File: config.mk
export PLATFORM = sky130hd
export DESIGN_NAME = if_fetch_stage_flat
export DESIGN_NICKNAME = d
export VERILOG_FILES = /design/src/rtl/if_fetch_stage_if.sv /design/src/rtl/if_fetch_stage.sv /design/src/flat_wrapper.sv
export SDC_FILE = /design/constraint.sdc
export NUM_CORES = 1
export LEC_CHECK = 0
export BUFFER_PORTS_ARGS = -buffer_cell sky130_fd_sc_hd__buf_2
export CAP_MARGIN = 10
export CORE_UTILIZATION = 35
export DETAILED_ROUTE_END_ITERATION = 7
export PLACE_DENSITY = 0.66
export SETUP_SLACK_MARGIN = 0.5
export SLEW_MARGIN = 30
export SYNTH_ARGS = -nofsm -noshare
export SYNTH_HDL_FRONTEND = slang
export SYNTH_SLANG_ARGS = --single-unit
File: constraint.sdc
create_clock -name clk -period 6.4 [get_ports clk]
set_input_delay 0.96 -clock clk [delete_from_list [all_inputs] [get_ports clk]]
set_output_delay 0.96 -clock clk [all_outputs]
set_load 0.02 [all_outputs]
File: src/rtl/if_fetch_stage_if.sv
// Fetch-stage bundle: branch-unit redirect, hazard stall, imem handshake and IF/ID outputs.
// With IF_PERF_CNT_EN defined, the perf counter outputs are carried here as well.
interface if_fetch_stage_if #(
  parameter int XLEN = 32
);
  logic            mux_to_pc;
  logic [XLEN-1:0] branch_target;
  logic            IF_Flush;
  logic            stall;
  logic            imem_req;
  logic [XLEN-1:0] imem_addr;
  logic [31:0]     imem_rdata;
  logic            imem_valid;
  logic [XLEN-1:0] if_id_pc;
  logic [31:0]     if_id_instr;
  logic            if_id_valid;
`ifdef IF_PERF_CNT_EN
  logic [31:0]     perf_flush_cnt;
  logic [31:0]     perf_wait_cnt;

  modport master (
    input  mux_to_pc, branch_target, IF_Flush, stall, imem_rdata, imem_valid,
    output imem_req, imem_addr, if_id_pc, if_id_instr, if_id_valid,
           perf_flush_cnt, perf_wait_cnt
  );
  modport slave (
    output mux_to_pc, branch_target, IF_Flush, stall, imem_rdata, imem_valid,
    input  imem_req, imem_addr, if_id_pc, if_id_instr, if_id_valid,
           perf_flush_cnt, perf_wait_cnt
  );
`else
  modport master (
    input  mux_to_pc, branch_target, IF_Flush, stall, imem_rdata, imem_valid,
    output imem_req, imem_addr, if_id_pc, if_id_instr, if_id_valid
  );
  modport slave (
    output mux_to_pc, branch_target, IF_Flush, stall, imem_rdata, imem_valid,
    input  imem_req, imem_addr, if_id_pc, if_id_instr, if_id_valid
  );
`endif
endinterface

File: src/rtl/if_fetch_stage.sv
// Instruction fetch: PC register, single-outstanding imem handshake, IF/ID register with flush/stall.
// Optional IF_PERF_CNT_EN adds saturating flush-cycle and wait-cycle counters.
module if_fetch_stage #(
  parameter int              XLEN      = 32,
  parameter logic [XLEN-1:0] RESET_PC  = '0,
  parameter logic [31:0]     NOP_INSTR = 32'h0000_0013
) (
  input logic            clk,
  input logic            reset,
  if_fetch_stage_if.master bus
);

  typedef enum logic [1:0] {S_BOOT, S_FETCH, S_WAIT, S_DROP} state_t;

  state_t          r_state;
  logic [XLEN-1:0] r_pc;
  logic [XLEN-1:0] r_redirect_pc;
  logic            r_redirect_pend;
  logic            r_buf_valid;
  logic [XLEN-1:0] r_buf_pc;
  logic [31:0]     r_buf_instr;
  logic [XLEN-1:0] r_if_id_pc;
  logic [31:0]     r_if_id_instr;
  logic            r_if_id_valid;

  logic            w_req;
  logic            w_accept;
  logic            w_buf_load;
  logic [XLEN-1:0] w_pc_inc;

  // FETCH withholds the request while stalled or while the skid buffer is full;
  // WAIT/DROP keep it up so the outstanding request is never retracted.
  always_comb begin
    w_req = 1'b0;
    case (r_state)
      S_FETCH: w_req = !bus.stall && !r_buf_valid;
      S_WAIT:  w_req = 1'b1;
      S_DROP:  w_req = r_redirect_pend;
      default: w_req = 1'b0;
    endcase
  end

  // A response is taken only for a live request in FETCH/WAIT and never alongside a redirect.
  assign w_accept   = bus.imem_valid && w_req && !bus.mux_to_pc &&
                      (r_state == S_FETCH || r_state == S_WAIT);
  assign w_buf_load = r_buf_valid && !bus.stall && !bus.mux_to_pc;
  assign w_pc_inc   = r_pc + XLEN'(4);

  assign bus.imem_req    = w_req;
  assign bus.imem_addr   = r_pc;
  assign bus.if_id_pc    = r_if_id_pc;
  assign bus.if_id_instr = r_if_id_instr;
  assign bus.if_id_valid = r_if_id_valid;

  always_ff @(posedge clk or posedge reset) begin
    if (reset) begin
      r_state         <= S_BOOT;
      r_pc            <= RESET_PC;
      r_redirect_pc   <= RESET_PC;
      r_redirect_pend <= 1'b0;
      r_buf_valid     <= 1'b0;
      r_buf_pc        <= '0;
      r_buf_instr     <= NOP_INSTR;
      r_if_id_pc      <= '0;
      r_if_id_instr   <= NOP_INSTR;
      r_if_id_valid   <= 1'b0;
    end else begin
      case (r_state)
        S_BOOT: begin
          r_state <= S_FETCH;
          if (bus.mux_to_pc) begin
            r_pc        <= bus.branch_target;
            r_buf_valid <= 1'b0;
          end
        end
        S_FETCH: begin
          if (bus.mux_to_pc) begin
            r_pc        <= bus.branch_target;
            r_buf_valid <= 1'b0;
          end else if (w_req && !bus.imem_valid) begin
            r_state <= S_WAIT;
          end
        end
        S_WAIT: begin
          if (bus.mux_to_pc && bus.imem_valid) begin
            r_pc    <= bus.branch_target;
            r_state <= S_FETCH;
          end else if (bus.mux_to_pc) begin
            r_redirect_pc   <= bus.branch_target;
            r_redirect_pend <= 1'b1;
            r_state         <= S_DROP;
          end else if (bus.imem_valid) begin
            r_state <= S_FETCH;
          end
        end
        S_DROP: begin
          // The stale response is thrown away; a same-cycle redirect is the newest target.
          if (bus.imem_valid) begin
            r_pc            <= bus.mux_to_pc ? bus.branch_target : r_redirect_pc;
            r_redirect_pend <= 1'b0;
            r_state         <= S_FETCH;
          end else if (bus.mux_to_pc) begin
            r_redirect_pc <= bus.branch_target;
          end
        end
        default: r_state <= S_BOOT;
      endcase

      if (w_accept) begin
        r_pc <= w_pc_inc;
        if (bus.stall) begin
          r_buf_valid <= 1'b1;
          r_buf_pc    <= r_pc;
          r_buf_instr <= bus.imem_rdata;
        end
      end

      // IF/ID: flush beats stall, stall holds, otherwise load new/buffered instr or a bubble.
      if (bus.IF_Flush) begin
        r_if_id_pc    <= '0;
        r_if_id_instr <= NOP_INSTR;
        r_if_id_valid <= 1'b0;
        r_buf_valid   <= 1'b0;
      end else if (bus.stall) begin
        r_if_id_valid <= r_if_id_valid;
      end else if (w_accept) begin
        r_if_id_pc    <= r_pc;
        r_if_id_instr <= bus.imem_rdata;
        r_if_id_valid <= 1'b1;
      end else if (w_buf_load) begin
        r_if_id_pc    <= r_buf_pc;
        r_if_id_instr <= r_buf_instr;
        r_if_id_valid <= 1'b1;
        r_buf_valid   <= 1'b0;
      end else begin
        r_if_id_pc    <= '0;
        r_if_id_instr <= NOP_INSTR;
        r_if_id_valid <= 1'b0;
      end
    end
  end

`ifdef IF_PERF_CNT_EN
  logic [31:0] r_perf_flush_cnt;
  logic [31:0] r_perf_wait_cnt;

  always_ff @(posedge clk or posedge reset) begin
    if (reset) begin
      r_perf_flush_cnt <= '0;
      r_perf_wait_cnt  <= '0;
    end else begin
      if (bus.IF_Flush && r_perf_flush_cnt != 32'hFFFF_FFFF)
        r_perf_flush_cnt <= r_perf_flush_cnt + 32'd1;
      if ((r_state == S_WAIT || r_state == S_DROP) && r_perf_wait_cnt != 32'hFFFF_FFFF)
        r_perf_wait_cnt <= r_perf_wait_cnt + 32'd1;
    end
  end

  assign bus.perf_flush_cnt = r_perf_flush_cnt;
  assign bus.perf_wait_cnt  = r_perf_wait_cnt;
`endif

endmodule

File: src/flat_wrapper.sv
// flat-port wrapper written by rule: the top's interface ports become plain ports
module if_fetch_stage_flat 
#(
  parameter int              XLEN      = 32,
  parameter logic [XLEN-1:0] RESET_PC  = '0,
  parameter logic [31:0]     NOP_INSTR = 32'h0000_0013
)
  (clk, reset, bus_mux_to_pc, bus_branch_target, bus_IF_Flush, bus_stall, bus_imem_rdata, bus_imem_valid, bus_imem_req, bus_imem_addr, bus_if_id_pc, bus_if_id_instr, bus_if_id_valid);
  if_fetch_stage_if #(.XLEN(XLEN)) bus_i ();
  input logic clk;
  input logic reset;
  input wire logic [$bits(bus_i.mux_to_pc)-1:0] bus_mux_to_pc;
  input wire logic [$bits(bus_i.branch_target)-1:0] bus_branch_target;
  input wire logic [$bits(bus_i.IF_Flush)-1:0] bus_IF_Flush;
  input wire logic [$bits(bus_i.stall)-1:0] bus_stall;
  input wire logic [$bits(bus_i.imem_rdata)-1:0] bus_imem_rdata;
  input wire logic [$bits(bus_i.imem_valid)-1:0] bus_imem_valid;
  output wire logic [$bits(bus_i.imem_req)-1:0] bus_imem_req;
  output wire logic [$bits(bus_i.imem_addr)-1:0] bus_imem_addr;
  output wire logic [$bits(bus_i.if_id_pc)-1:0] bus_if_id_pc;
  output wire logic [$bits(bus_i.if_id_instr)-1:0] bus_if_id_instr;
  output wire logic [$bits(bus_i.if_id_valid)-1:0] bus_if_id_valid;
  assign bus_i.mux_to_pc = bus_mux_to_pc;
  assign bus_i.branch_target = bus_branch_target;
  assign bus_i.IF_Flush = bus_IF_Flush;
  assign bus_i.stall = bus_stall;
  assign bus_i.imem_rdata = bus_imem_rdata;
  assign bus_i.imem_valid = bus_imem_valid;
  assign bus_imem_req = bus_i.imem_req;
  assign bus_imem_addr = bus_i.imem_addr;
  assign bus_if_id_pc = bus_i.if_id_pc;
  assign bus_if_id_instr = bus_i.if_id_instr;
  assign bus_if_id_valid = bus_i.if_id_valid;
  if_fetch_stage #(.XLEN(XLEN), .RESET_PC(RESET_PC), .NOP_INSTR(NOP_INSTR)) u_core (.clk(clk), .reset(reset), .bus(bus_i));
endmodule
==> flow_summary.yaml, run 1 <==
min_path:
  min_path_cells: 2
  hold_path.class: "reg2reg"
routing:
  vias: 7638
  drc: 17
  first_pass_iters: 7
  wire_per_inst_microns: 18.14
  vias_per_cell: 5.448
  drt-total-wl_microns: 25440
  drtIter0Drc: 630
  postRouteAntennaNets: 0
yosys:
  synth-warning-count: 0
  synth_edf_count: 0
  synthFlopType: "dfrtp_1"
  synthArstFlopShare_pct: 100.0
  synth.net_count: 1005
  syn_area_per_cell_sq_um: 10.18
  syn-instance-count: 929
  syn_area_sq_mm: 0.009453
  yosys_register_bits: 197
  synth_seq_area_share_pct: 52.23
  synthDistinctLibCells: 52
final_layout:
  diodes: 0
  fin_nets: 1130
  multi_input_area_sq_mm: 0.004200
  drive_gt1_share_pct: 24.65
  regArea_sq_mm: 0.004937
  area_growth_pct: 17.80
  num-fill-cells: 2566
global_routing:
  grt_start_max_net_pins: 85
  grt_usage_pct: 18.76
  grt_pass1_vias: 7401
  gr-total-overflow: 0
  antenna_found_initial: 1
  grt_pass1_wl_microns: 41400
placement:
  port_buffers: 167
  place_congestion: 0.7947
  hpwl_microns: 16830
clock_network:
  cts_sinks: 197
  cts-buffers-inserted: 17
  h-tree-depth: 4
  root_buffer: "clkbuf_16"
  clk-insertion-delay-late_ns: 0.44
  postCtsHoldBufs: 0
  clk_path_buf_depth: 2
  post_cts_buffers: 0
  cts_tree: "done"
  cts_resized: 0
  clk_pin_slew_ns: 0.08
sta:
  setup_total_negative_slack_ns: 0
  min_period_ns: 3.459
  finalHoldViolCount: 0
  rsz0062_at_grt: "false"
  fmax_mhz: 289.1
  final-max-slew-violation-count: 0
  tightest_slew_ns: 0.9434
  fin_hold_ws_ns: 0.4922
  relSlewSlack_pct: 37.10
  final.period_utilization_pct: 54.05
  finalSetupViolCount: 0
  skew_ns: 0.01479
power:
  vdd_drop_max_v: 0.0001975
  p_leak_nw: 4.953
  power.density_mw_per_mm2: 422.1
  internal_power_mw: 2.851
  clkPwrFrac_pct: 22.9
  power.switching_mw: 1.849
  p_seq_share_pct: 44.7
  switching_share_pct: 39.35
  p_comb_share_pct: 32.4
critical_path:
  start_kind: "primary input"
  crit_arrival_ns: 3.77
  critPathKind: "in2reg"
  startpoint: "bus_stall"
  critPathRequiredTime_ns: 6.71
  r2r_start: "u_core.r_state[1]$_DFFE_PP0P_"
  ff2ff_setup_slack_ns: 3.08
  crit_end: "u_core.r_buf_pc[16]$_DFFE_PP0P_"
  reg2reg_to: "u_core.r_buf_pc[16]$_DFFE_PP0P_"
  end_kind: "register"
  ff2ff_path_depth: 7
  worstPathMaxFanout: 67
floorplan:
  dieArea_sq_mm: 0.02767
  num_rows: 59
  coreArea_sq_mm: 0.02628
  die_y_microns: 166.3
  num_io_pins: 168
  die_x_microns: 166.3
  start_util_pct: 35.97
outcome:
  status: "complete, but fails checks"
  violations: "DRC"
job:
  drv_cap: 0
==> area by class of cell <==
type	count	share of cell area, %
tap	335	3.764
sequential	197	44.34
timing repair buffer	181	8.618
clock inverter	15	1.438
inverter	8	0.3034
multi-input combinational	649	37.72
clock buffer	17	3.820
==> cells by family after synthesis <==
group	after synthesis	synth area share (%)
AO/OA/AOI/OAI	206	14.61
XOR/XNOR	4	0.3707
adder cells (fa/ha/maj)	6	0.7942
buffers and inverters	83	3.468
flip-flops	197	52.23
multiplexers	106	12.47
AND/OR/NAND/NOR	327	16.06
==> cells in the mapped netlist, types with 4 or more instances <==
cell type / n / area [sq um]
o31ai_1: 4 / 30.03
buf_2: 13 / 65.06
buf_1: 13 / 48.80
a31oi_1: 4 / 25.02
nor3_1: 21 / 105.1
a211oi_1: 9 / 67.56
mux2_2: 33 / 371.6
dfrtp_1: 191 / 4780
nand3_1: 67 / 335.3
mux2i_1: 12 / 120.1
a221oi_1: 12 / 105.1
and4_1: 7 / 61.31
a311oi_1: 9 / 78.83
nor2b_1: 8 / 50.05
nor2_1: 20 / 75.07
inv_1: 8 / 30.03
a21oi_1: 82 / 410.4
o21ai_0: 9 / 45.04
a21o_1: 56 / 420.4
mux2_1: 61 / 686.9
nand4_1: 8 / 50.05
clkbuf_1: 49 / 183.9
and3_1: 16 / 100.1
nand2_1: 168 / 630.6
dfstp_2: 6 / 157.7
ha_1: 6 / 75.07
==> cells in the final DEF, fill, tap and decap left out, drive strengths merged, types with 2 or more instances in the layout <==
| master | instances |
|---|---|
| ha | 6 |
| inv | 15 |
| and2 | 3 |
| o31ai | 4 |
| nand2b | 3 |
| mux2i | 12 |
| mux2 | 94 |
| nand4 | 8 |
| o21a | 2 |
| clkinv | 5 |
| and4 | 7 |
| clkinvlp | 3 |
| clkbuf | 17 |
| nor3 | 21 |
| xnor2 | 3 |
| nand2 | 168 |
| a31oi | 4 |
| and3 | 16 |
| a221oi | 12 |
| a211oi | 9 |
| a311o | 3 |
| dfstp | 6 |
| or2 | 2 |
| a21o | 56 |
| nor2b | 8 |
| o21ai | 11 |
| nor4 | 3 |
| a311oi | 9 |
| dfrtp | 191 |
| nor2 | 20 |
| nand3 | 67 |
| a21oi | 82 |
| buf | 181 |
==> layer usage <==
| metal | track usage [%] | up-vias | part of all wire (%) |
|---|---|---|---|
| met2 | 27.96 | 275 | 44 |
| met1 | 27.41 | 3785 | 48 |
| met5 | 0 | - | 0.067 |
| li1 | - | 3551 | - |
| met3 | 4.147 | 25 | 6.7 |
| met4 | 4.871 | 2 | 1.1 |
==> stage by stage <==
step,util [%],std cells,area (sq um),total power [mW],setup slack [ns]
finish,42.37,1402,11140,4.700,2.941
global route,42.37,1402,11140,5.001,2.759
CTS,42.36,1402,11130,4.732,2.945
detailed placement,40.13,1370,10550,3.650,2.489
global placement,40.05,1369,10530,3.599,2.516
floorplan,-,929,9457,3.105,2.899
==> flip-flops by register name (all words and copies together), names as in the netlist <==
signal and cells:
u_core.r_buf_instr 32, u_core.r_redirect_pc 32, u_core.r_buf_pc 32, u_core.bus.if_id_instr 32
u_core.bus.if_id_pc 32, u_core.bus.if_id_valid 1, u_core.bus.imem_addr 32, u_core.r_redirect_pend 1
u_core.r_buf_valid 1, u_core.r_state 2
==> power groups by stage <==
stage	clock [mW]	combinational [mW]	sequential, mW
after floorplan	0	0.996	2.11
after global placement	0	1.50	2.10
after detailed placement	0	1.53	2.12
after CTS	1.10	1.54	2.09
after global routing	1.15	1.68	2.17
final	1.07	1.52	2.10
==> worst min-delay path by stage <==
stage	startpoint	to	slack [ns]
final	u_core.r_buf_pc[19]$_DFFE_PP0P_	u_core.r_buf_pc[19]$_DFFE_PP0P_	0.49
after global routing	u_core.r_buf_pc[3]$_DFFE_PP0P_	u_core.r_buf_pc[3]$_DFFE_PP0P_	0.51
after CTS	u_core.r_buf_pc[19]$_DFFE_PP0P_	u_core.r_buf_pc[19]$_DFFE_PP0P_	0.50
after detailed placement	u_core.r_buf_pc[19]$_DFFE_PP0P_	u_core.r_buf_pc[19]$_DFFE_PP0P_	0.48
after global placement	u_core.r_buf_pc[25]$_DFFE_PP0P_	u_core.r_buf_pc[25]$_DFFE_PP0P_	0.47
after floorplan	u_core.r_buf_pc[19]$_DFFE_PP0P_	u_core.r_buf_pc[19]$_DFFE_PP0P_	0.46
==> worst max-delay path: stages <==
cell and delay, ns:
buf_4 0.27, or3b_4 0.49, a2111oi_4 0.33, buf_4 0.50
nand2_4 0.62, mux2_1 0.54
(Power assumes the default switching activity.)
==> inputs of run 2 (changes only) <==
PLACE_DENSITY = 0.64   (was 0.66)
clock period = 3.4 ns   (was 6.4 ns; I/O delays follow)
==> flow_summary.yaml, run 2 (same netlist as run 1, synthesis figures left out) <==
sta:
  relSlewSlack_pct: 45.01
  finalHoldViolCount: 0
  skew_ns: 0.01907
  rsz0062_at_grt: "true"
  final-max-slew-violation-count: 0
  final.period_utilization_pct: 84.33
  fmax_mhz: 348.8
  min_period_ns: 2.867
  finalSetupViolCount: 0
  setup_total_negative_slack_ns: 0
  tightest_slew_ns: 0.8232
power:
  p_comb_share_pct: 33.2
  p_total_mw: 8.957
  clkPwrFrac_pct: 22.6
  vdd_drop_max_v: 0.0004060
  power.density_mw_per_mm2: 789.2
  power.switching_mw: 3.406
  p_leak_nw: 5.048
  switching_share_pct: 38.03
  p_seq_share_pct: 44.2
  internal_power_mw: 5.551
routing:
  drc: 15
  vias: 7632
  first_pass_iters: 8
  postRouteAntennaNets: 0
  drt-total-wl_microns: 25930
  wire_per_inst_microns: 18.29
  drtIter0Drc: 799
  vias_per_cell: 5.382
critical_path:
  worstPathMaxFanout: 8
  end_kind: "register"
  critPathRequiredTime_ns: 3.73
  critPathKind: "reg2reg"
  start_kind: "register"
  critPathMaxStageDelay_ns: 0.61
  path_cells: "inv_1 -> ha_1 -> or3b_4 -> a2111o_2 -> buf_4 -> nor2_1 -> a311oi_1 -> a221oi_1"
  path_delay_family: "compound AO/OA/AOI/OAI gates"
  crit_buf_inv: 2
  critPathSlowestCell: "a2111o_2"
  crit_arrival_ns: 3.19
final_layout:
  area_growth_pct: 20.07
  fin_area_sq_mm: 0.01135
  diodes: 0
  fin_nets: 1146
  final_common_cell: "dfrtp_1"
  final_util_pct: 43.19
  drive_gt1_share_pct: 25.76
  layout_common_cells: "191 x dfrtp_1, 166 x nand2_1, 166 x buf_2"
placement:
  postPlaceCellArea_sq_mm: 0.01066
  hpwl_microns: 17460
  place_congestion: 0.8121
  port_buffers: 167
clock_network:
  clk-insertion-delay-late_ns: 0.44
  clk_path_buf_depth: 2
  clk_pin_slew_ns: 0.08
  cts_tree: "done"
  cts-buffers-inserted: 17
  h-tree-depth: 4
  cts_sinks: 197
  postCtsHoldBufs: 0
  root_buffer: "clkbuf_16"
floorplan:
  coreArea_sq_mm: 0.02628
  die_y_microns: 166.3
  num_rows: 59
  die_x_microns: 166.3
  start_util_pct: 35.97
  num_io_pins: 168
  dieArea_sq_mm: 0.02767
global_routing:
  gr-total-overflow: 0
  antenna_found_initial: 1
  grt_usage_pct: 18.98
  grt_pass1_wl_microns: 41630
  grt_start_max_net_pins: 81
  grt_pass1_vias: 7233
outcome:
  status: "complete, but fails checks"
  violations: "DRC"
job:
  drv_cap: 0
min_path:
  hold_path.class: "in2async"
[run 2: cell types whose count changed in the layout (fill, tap and decap cells not counted), sizes merged]
cell / delta
buf: +15
clkbuf: +3
clkinv: -3
inv: -3
bufinv: +2
clkinvlp: +2
[run 2: path summary, 6_finish.rpt]
path	depth (start not counted)	slack, ns	start	to
max reg2reg	8	0.53	u_core.r_state[1]$_DFFE_PP0P_	u_core.bus.imem_addr[12]$_DFFE_PP0P_
min in group clk	2	0.30	bus_imem_rdata[14]	u_core.r_buf_instr[14]$_DFFE_PP0P_
max	8	0.53	u_core.r_state[1]$_DFFE_PP0P_	u_core.bus.imem_addr[12]$_DFFE_PP0P_
min reg2reg	1	0.49	u_core.r_buf_pc[4]$_DFFE_PP0P_	u_core.r_buf_pc[4]$_DFFE_PP0P_
max in group asynchronous	3	2.26	reset	u_core.bus.imem_addr[23]$_DFFE_PP0P_
min	2	0.23	reset	u_core.bus.if_id_instr[14]$_DFFE_PP0P_
[run 2: cell type report]
cell class,count,area [sq um]
Inverter,8,33.78
Tap cell,335,419.2
Multi-Input combinational cell,649,4218
Clock buffer,19,432.9
Fill cell,2588,14930
Clock inverter,13,146.4
Sequential cell,197,4937
Timing Repair Buffer,197,1162
[run 2: timing repair]
action,in CTS,in global routing
gates resized for setup,0,7
pin swaps,1,2
endpoints found under the setup margin,24,98
buffers inserted,2,5
gates cloned,0,1
[run 2: per-layer routing]
metal,up-vias,routed length (microns),GRT usage [%]
met3,10,1522,3.360
met5,-,13,0
met4,2,182,4.549
li1,3584,-,-
met2,240,11690,27.94
met1,3796,12530,28.69
[run 2: stage by stage]
| stage | setup slack [ns] | hold WS, ns | instances |
|---|---|---|---|
| CTS | 0.5044 | 0.2448 | 1412 |
| global placement | 0.6055 | 0.4706 | 1378 |
| detailed placement | 0.4945 | 0.4805 | 1378 |
| floorplan | 0.3485 | 0.4552 | 929 |
| global route | 0.4395 | 0.2665 | 1418 |
| finish | 0.5328 | 0.2261 | 1418 |
[run 2: power by group through the flow]
stage / Clock [mW] / Sequential, mW / Combinational [mW]
5_1_grt: 2.17 / 4.07 / 3.27
6_report: 2.03 / 3.95 / 2.97
2_1_floorplan: 0 / 3.97 / 1.88
3_5_place_dp: 0 / 3.98 / 2.93
4_1_cts: 2.08 / 3.94 / 2.95
3_3_place_gp: 0 / 3.95 / 2.87
